**src/rtl/ram_pkg.sv**
```systemverilog
// Shared types and helpers for the multi-read-port RAM and its clear sequencer.
// The word merge is written once here so the write path and the read bypass agree on it.
package ram_pkg;

  typedef enum logic {
    CLEAR = 1'b0,
    IDLE  = 1'b1
  } state_e;

  localparam int unsigned DEF_ADDR_W = 4;
  localparam int unsigned DEPTH      = 2 ** DEF_ADDR_W;

  // Widest word the merge helper handles; callers zero-extend and truncate.
  localparam int unsigned MAX_W = 64;

  function automatic logic [MAX_W-1:0] merge_word(input logic [MAX_W-1:0] old_w,
                                                  input logic [MAX_W-1:0] data_w,
                                                  input logic [MAX_W-1:0] mask_w);
    return (old_w & ~mask_w) | (data_w & mask_w);
  endfunction

endpackage

```
**src/rtl/ram_clear_fsm.sv**
```systemverilog
// Clear sequencer: sweeps zeros through every word after reset or a clear request,
// and gates the user write port while the sweep runs.
module ram_clear_fsm
  import ram_pkg::*;
#(
  parameter int unsigned ADDR_W = 4
) (
  input  logic              clk,
  input  logic              rst,
  input  logic              clr_req,
  output logic              busy,
  output logic              wr_ready,
  output logic              clr_we,
  output logic [ADDR_W-1:0] clr_addr
);

  state_e              state_q;
  logic [ADDR_W-1:0]   clr_ptr_q;
  logic                busy_q;
  logic                wr_ready_q;

  // NOTE: all state here is sequential, so every assignment is non-blocking (<=);
  // blocking assignments would make the update order depend on statement order.
  always_ff @(posedge clk) begin
    if (rst) begin
      state_q    <= CLEAR;
      clr_ptr_q  <= '0;
      busy_q     <= 1'b1;
      wr_ready_q <= 1'b0;
    end else begin
      case (state_q)
        CLEAR: begin
          clr_ptr_q <= clr_ptr_q + ADDR_W'(1);
          // The pointer wraps to 0 on its own as the last word is cleared.
          if (&clr_ptr_q) begin
            state_q    <= IDLE;
            busy_q     <= 1'b0;
            wr_ready_q <= 1'b1;
          end
        end
        IDLE: begin
          if (clr_req) begin
            state_q    <= CLEAR;
            clr_ptr_q  <= '0;
            busy_q     <= 1'b1;
            wr_ready_q <= 1'b0;
          end
        end
        default: state_q <= CLEAR;
      endcase
    end
  end

  assign busy     = busy_q;
  assign wr_ready = wr_ready_q;
  assign clr_we   = (state_q == CLEAR);
  assign clr_addr = clr_ptr_q;

endmodule

```
**src/rtl/ram_mp.sv**
```systemverilog
// Multi-read-port RAM with one bit-masked write port, a zeroing clear sweep,
// and optional registered reads with write-first bypass.
module ram_mp
  import ram_pkg::*;
#(
  parameter int unsigned DATA_W = 16,
  parameter int unsigned ADDR_W = 4,
  parameter int unsigned NUM_RD = 2,
  parameter int unsigned REG_RD = 0
) (
  input  logic                     clk,
  input  logic                     rst,
  input  logic                     wr_en,
  input  logic [ADDR_W-1:0]        wr_addr,
  input  logic [DATA_W-1:0]        wr_data,
  input  logic [DATA_W-1:0]        wr_mask,
  output logic                     wr_ready,
  input  logic [NUM_RD*ADDR_W-1:0] rd_addr,
  output logic [NUM_RD*DATA_W-1:0] rd_data,
  input  logic                     clr_req,
  output logic                     busy
);

  localparam int unsigned WORDS = 2 ** ADDR_W;

  logic [DATA_W-1:0] mem_q [WORDS];
  logic              clr_we;
  logic [ADDR_W-1:0] clr_addr;
  logic              wr_fire;
  logic [DATA_W-1:0] wr_word_d;

  ram_clear_fsm #(
    .ADDR_W (ADDR_W)
  ) u_clear_fsm (
    .clk      (clk),
    .rst      (rst),
    .clr_req  (clr_req),
    .busy     (busy),
    .wr_ready (wr_ready),
    .clr_we   (clr_we),
    .clr_addr (clr_addr)
  );

  assign wr_fire   = wr_en & wr_ready;
  assign wr_word_d = DATA_W'(merge_word(MAX_W'(mem_q[wr_addr]), MAX_W'(wr_data), MAX_W'(wr_mask)));

  // NOTE: the array has no reset branch; the clear sweep zeroes it one word per cycle,
  // which keeps it mappable onto RAM macros that cannot be reset in one cycle.
  always_ff @(posedge clk) begin
    if (clr_we) begin
      mem_q[clr_addr] <= '0;
    end else if (wr_fire) begin
      mem_q[wr_addr] <= wr_word_d;
    end
  end

  for (genvar k = 0; k < NUM_RD; k++) begin : g_rd
    logic [ADDR_W-1:0] addr_k;
    assign addr_k = rd_addr[k*ADDR_W +: ADDR_W];

    if (REG_RD != 0) begin : g_reg
      logic [DATA_W-1:0] rd_d;
      logic [DATA_W-1:0] rd_q;

      // NOTE: rd_d gets a default before the overrides so no path leaves it unassigned,
      // which would otherwise infer a latch.
      always_comb begin
        rd_d = mem_q[addr_k];
        if (clr_we && (clr_addr == addr_k)) begin
          rd_d = '0;
        end else if (wr_fire && (wr_addr == addr_k)) begin
          rd_d = wr_word_d;
        end
      end

      always_ff @(posedge clk) begin
        if (rst) begin
          rd_q <= '0;
        end else begin
          rd_q <= rd_d;
        end
      end

      assign rd_data[k*DATA_W +: DATA_W] = rd_q;
    end else begin : g_comb
      assign rd_data[k*DATA_W +: DATA_W] = mem_q[addr_k];
    end
  end

endmodule

```
**config.mk**
```make
export PLATFORM = sky130hd
export DESIGN_NAME = ram_mp
export DESIGN_NICKNAME = d
export VERILOG_FILES = /design/src/rtl/ram_pkg.sv /design/src/rtl/ram_clear_fsm.sv /design/src/rtl/ram_mp.sv
export SDC_FILE = /design/constraint.sdc
export NUM_CORES = 1
export LEC_CHECK = 0
export BUFFER_PORTS_ARGS = -buffer_cell sky130_fd_sc_hd__buf_4
export CELL_PAD_IN_SITES_DETAIL_PLACEMENT = 0
export CELL_PAD_IN_SITES_GLOBAL_PLACEMENT = 1
export CORE_UTILIZATION = 59
export CTS_CLUSTER_SIZE = 14
export DETAILED_ROUTE_END_ITERATION = 7
export HOLD_SLACK_MARGIN = 0.03
export PLACE_DENSITY = 0.91
export SLEW_MARGIN = 10
export SYNTH_ARGS = -nofsm -noshare
export SYNTH_HDL_FRONTEND = slang
export SYNTH_SLANG_ARGS = --single-unit
```
**constraint.sdc**
```tcl
create_clock -name clk -period 4.6 [get_ports clk]
set_input_delay 0.23 -clock clk [delete_from_list [all_inputs] [get_ports clk]]
set_output_delay 0.23 -clock clk [all_outputs]
set_load 0.03 [all_outputs]
```
; ---- Yosys cells after proc, flatten, opt, wreduce, memory -nomap -nowiden
; Memory sizes are Yosys's and may differ from the RTL's.
; Index checks and enable logic that the tools add are counted.
[totals]
reg_bits = 7
ramBits = 256
input_bits = 48
output_inout_bits = 34
word_cells = 35
mem_count = 1
[memory_table]
columns = name, depth, width, read_ports, rd_clocked_by_memory_dff, write_ports, line_no
row1 = mem_q, 16, 16, 3, 0, 1, ram_mp.sv:26  ; logic [DATA_W-1:0] mem_q [WORDS];
[op_classes]
addsub = 1
n_eq_ne = 2
n_mux = 18
bitwise_logic = 6
reduce_logical = 3
[op_table]
columns = operator, count
row1 = $and A16 B16 Y16, 2
row2 = $mux W16, 1
row3 = $not A16 Y16, 1
row4 = $or A16 B16 Y16, 1
row5 = $reduce_or A16 Y1, 1
row6 = $mux W1, 11
row7 = $mux W4, 2
row8 = $pmux W4 S2, 1
row9 = $pmux W1 S2, 3
row10 = $add A4 B1 Y4 const B, 1
row11 = $reduce_and A4 Y1, 1
row12 = $ne A2 B1 Y1 const B, 1
row13 = $ne A2 B2 Y1 const B, 1
row14 = $reduce_and A2 Y1, 1
row15 = $and A1 B1 Y1, 1
row16 = $not A1 Y1, 1

; ---- Depth between registers and ports, before layout
[logic_depth]
word_depth = 6
depth_mapped = 7
mapped_depth_nobuf = 4

; ---- Modules after synthesis
; From an unflattened synthesis, not the netlist that was laid out.
[unflattened]
cells_unflattened = 717
area_unflattened_um2 = 14671.6
[modules_own_cells]
columns = mod, instances, cells_each, area_each_um2, seq_area_each_um2
row1 = ram_mp, 1, 683, 14358.8, 7687.4
row2 = ram_clear_fsm, 1, 34, 312.8, 140.1

; ---- Worst setup path before layout
; OpenSTA, ideal clock, no wires.
[synth_path]
kind = register to register
startpoint = register u_clear_fsm.wr_ready_q, in the netlist u_clear_fsm.wr_ready
endpoint = memory mem_q[0][0], enable pin
setup_ps = 388
arrival_ps = 1861
t_required_ps = 4212
setup_slack_ps = 2350
stages_incl_launch_ff = 6
n_path_buf = 1
period_less_slack_ps = 2250
cell_sequence = dfxtp_1 > nand3_1 > clkbuf_1 > nor3_1 > nor2_1 > nor2_1
[synth_between]
elab_chain_cells = 6
elab_cells_between_ends = 7
classes_between = 5 x mux / 1 x bitwise / 1 x reduce/logical
[synth_rtl]
columns = element, line_no
row1 = start: declaration, ram_clear_fsm.sv:20  ; logic wr_ready_q;
row2 = start signal: assignment, ram_clear_fsm.sv:29  ; wr_ready_q <= 1'b0;
row3 = start signal: assignment, ram_clear_fsm.sv:38  ; wr_ready_q <= 1'b1;
row4 = start signal: assignment, ram_clear_fsm.sv:46  ; wr_ready_q <= 1'b0;
row5 = $and A1 B1 Y1 *, ram_mp.sv:44  ; assign wr_fire = wr_en & wr_ready;
row6 = $mux W1 *, ram_mp.sv:52  ; end else if (wr_fire) begin
row7 = $mux W1 *, ram_mp.sv:50  ; if (clr_we) begin
row8 = $mux W1 (not written as such) *, ram_mp.sv:53  ; mem_q[wr_addr] <= wr_word_d;
row9 = $reduce_or A16 Y1 (no source line), -
row10 = $mux W4 (no source line) / $mux W1 (equally long branches), -
row11 = end: declaration, ram_mp.sv:26
; Mark *: on every way between the ends. The rest lies on a longest branch, timed or not.

; ---- Worst setup path in the final report
[layout_path]
startpoint = register u_clear_fsm.state_q
endpoint = memory mem_q[15][13], enable pin
[layout_between]
elab_chain_cells = 4
elab_cells_between_ends = 6
classes_between = 5 x mux / 1 x reduce/logical
[layout_rtl]
columns = element, line_no
row1 = start: declaration, ram_clear_fsm.sv:17  ; state_e state_q;
row2 = start signal: assignment, ram_clear_fsm.sv:26  ; state_q <= CLEAR;
row3 = start signal: assignment, ram_clear_fsm.sv:36  ; state_q <= IDLE;
row4 = start signal: assignment, ram_clear_fsm.sv:43  ; state_q <= CLEAR;
row5 = $mux W1, ram_mp.sv:50
row6 = $mux W1 (not written as such), ram_mp.sv:53
row7 = $reduce_or A16 Y1 (no source line), -
row8 = $mux W4 (no source line) / $mux W1 (equally long branches), -
; Several ways; a longest one is shown, not always the timed one.

==> flow_metrics.tcl <==
set metrics [dict create \
    status "complete, no violations" \
    drive_gt1_share_pct 39.1 \
    crit_path_top_delay_cell "nand3_1" \
    yosys_warnings 0 \
    slew_viol_final 0 \
    fin_ws_ps 1510 \
    crit_chain "nand3_1 > and3_1 > a31oi_1 > nor2_2 > buf_4" \
    fin_util_pct 67.2 \
    drc 0 \
    cp_slowest_stage_delay_ps 720 \
    nets 836 \
    core_um2 24300 \
    dp.cells 1079 \
    crit_path_max_fanout 17 \
    final_cell_count_no_fill 1130 \
    clock_sinks 263 \
    fin_worst_skew_ps 11.6 \
    firstDrtPassIters 5 \
    nFillCells 1499 \
    syn-instance-count 716 \
    clockBufferDepth 3 \
    pre_cts_ws_ps 1310 \
    final_cell_area_um2 16400 \
    ys_seq_area_share_pct 53.6 \
    cap_violations 0 \
    multi_input_area_um2 6360 \
    n_antenna_cell 0 \
    crit_family "simple AND/OR/NAND/NOR gates" \
    hold_viol 0 \
    grt_use_total_pct 32.2 \
    num_vias 8952 \
    syn_to_final_growth_pct 12.0 \
    netlist_area_um2 14600 \
    synth_seq_cells 263 \
    initial_core_util_pct 60.0 \
    holdCritPathClass "in -> reg" \
    worstSkewPairLatency_ps 540 \
    row_count 57 \
    arrival_ps 3350 \
    crit_type "reg -> reg" \
    powerDensity_nw_per_um2 339 \
    peakVddDrop_mv 0.290 \
    grt_pass1_wl_um 59200 \
    cts_buffers 27 \
    synthDistinctLibCells 32 \
    slew_headroom_pct 19.0 \
    avgSynthCellArea_um2 20.4 \
    grt_max_degree 69 \
    post-dp-hpwl_um 22700 \
    seqCellArea_um2 7830 \
    leakagePower_nw 6.02 \
    wirelength_um 39600 \
    end_kind "flop" \
    tightest_slew_ps 1210 \
    cts_tree "yes" \
    place_area_um2 15400 \
    grt_overflow 0 \
    viasPerCell 7.92 \
    period_share_pct 67.1 \
    drtIter0Drc 1220 \
    cts_setup_buffers 0 \
    holdWs_ps 275 \
    wl_per_cell_um 35.1 \
    synth_nets 765 \
    path_buf_inv 1 \
    antenna_found_initial 0 \
    grt_pass1_vias 9150 \
    die_y_um 159 \
    die_w_um 159 \
    io_pins 82 \
    die_area_um2 25400 \
    cp.required_ps 4870 \
    root_buffer "clkbuf_16" \
    htree_levels 1 \
    portBuffers 81 \
    rsz0062_at_grt "false" \
    gp_congestion 0.853 \
    clk_pin_slew_worst_paths_ps 60 \
    finalPower_mw 5.54 \
    period_minus_slack_ps 3090 \
    finalSetupViolCount 0 \
    start_kind "flop" \
    postRouteAntennaNets 0 \
    tns_ps 0 \
    fmax_mhz 324 \
]
## routing by layer
metal / share of wire (%) / up-vias / GRT usage (%)
met1: 33 / 4558 / 42.2
met4: 5.5 / 0 / 16.2
met3: 13 / 176 / 6.67
li1: - / 3417 / -
met5: 0 / - / 0
met2: 49 / 801 / 52.2
## cell usage after synthesis (all sizes together)
cell type,number,area share [%]
nor3,3,0.10
buf,45,2.4
a221oi,1,0.060
nand2,21,0.54
edfxtp,256,53
xnor2,2,0.12
nand3b,18,0.93
a31oi,3,0.13
o22a,2,0.12
ha,1,0.086
o32a,1,0.069
nor2,27,0.69
and3,2,0.086
a221o,1,0.069
dfxtp,7,0.96
clkbuf,23,0.59
inv,3,0.077
o31a,1,0.060
nor2b,1,0.043
a21oi,19,0.65
nand2b,2,0.086
a22oi,17,0.87
nand3,18,0.62
mux4,224,37
a31o,16,0.96
nor3b,2,0.10
## where the power goes
group	switching, mW	total, mW	leakage (nW)	internal [mW]
logic	0.324	0.608	2.80	0.284
clock network	0.896	2.25	0.449	1.35
registers	0.0356	2.69	2.78	2.65
total	1.26	5.54	6.02	4.29
## cells in the final DEF, fill, tap and decap left out, types with 7 or more instances in the layout
| cell | instances |
|---|---|
| dfxtp_1 | 7 |
| clkinv_2 | 8 |
| edfxtp_1 | 256 |
| a22oi_1 | 17 |
| buf_4 | 106 |
| nor2_2 | 16 |
| nand3b_1 | 18 |
| a31o_2 | 16 |
| mux4_2 | 134 |
| clkbuf_16 | 27 |
| a21oi_1 | 18 |
| nand3_1 | 18 |
| nand2_1 | 21 |
| nor2_1 | 11 |
| mux4_1 | 90 |
## what timing repair did
action / 4_1_cts / 5_1_grt
setup endpoints to repair: 0 / 0
resized for setup: 0 / 0
hold endpoints to repair: 7 / 0
hold buffers: 3 / 0
## registers in the layout, summed over array words and instances, names as in the netlist
signal / cells
mem_q: 256
u_clear_fsm.clr_addr: 4
u_clear_fsm.busy: 1
u_clear_fsm.state_q: 1
u_clear_fsm.wr_ready: 1
## worst reg2reg max path: cells and delay by family, from the launching register on
| kind | cells | cell delay, ps |
|---|---|---|
| simple gates | 3 | 1430 |
| flops | 1 | 620 |
| compound gates | 1 | 450 |
| buf+inv | 1 | 310 |
## final cells by class
class                   count  share of cell area (%)
flip-flops and latches    263                    47.9
inverters                   3                  0.0689
repair buffers            110                    5.17
clock inverters            17                    1.29
clock buffers              31                    4.22
well taps                 324                    2.48
multi-input cells         382                    38.9
## final timing paths
| kind | startpoint | end | slack, ps | cells after the start |
|---|---|---|---|---|
| min | wr_data[0] | mem_q[2][0] | 270 | 3 |
| max | u_clear_fsm.state_q | mem_q[15][13] | 1510 | 5 |
| min reg2reg | u_clear_fsm.busy | u_clear_fsm.busy | 500 | 1 |
| max reg2reg | u_clear_fsm.state_q | mem_q[15][13] | 1510 | 5 |
## kinds of logic after synthesis
family,after synthesis,synth area share (%)
XOR/XNOR,2,0.120
buffers and inverters,71,3.11
AO/OA/AOI/OAI,61,2.99
AND/OR/NAND/NOR,94,3.20
multiplexers,224,36.9
flip-flops,263,53.6
adder cells (fa/ha/maj),1,0.0857
No activity file was read; power rests on OpenSTA's default activity.
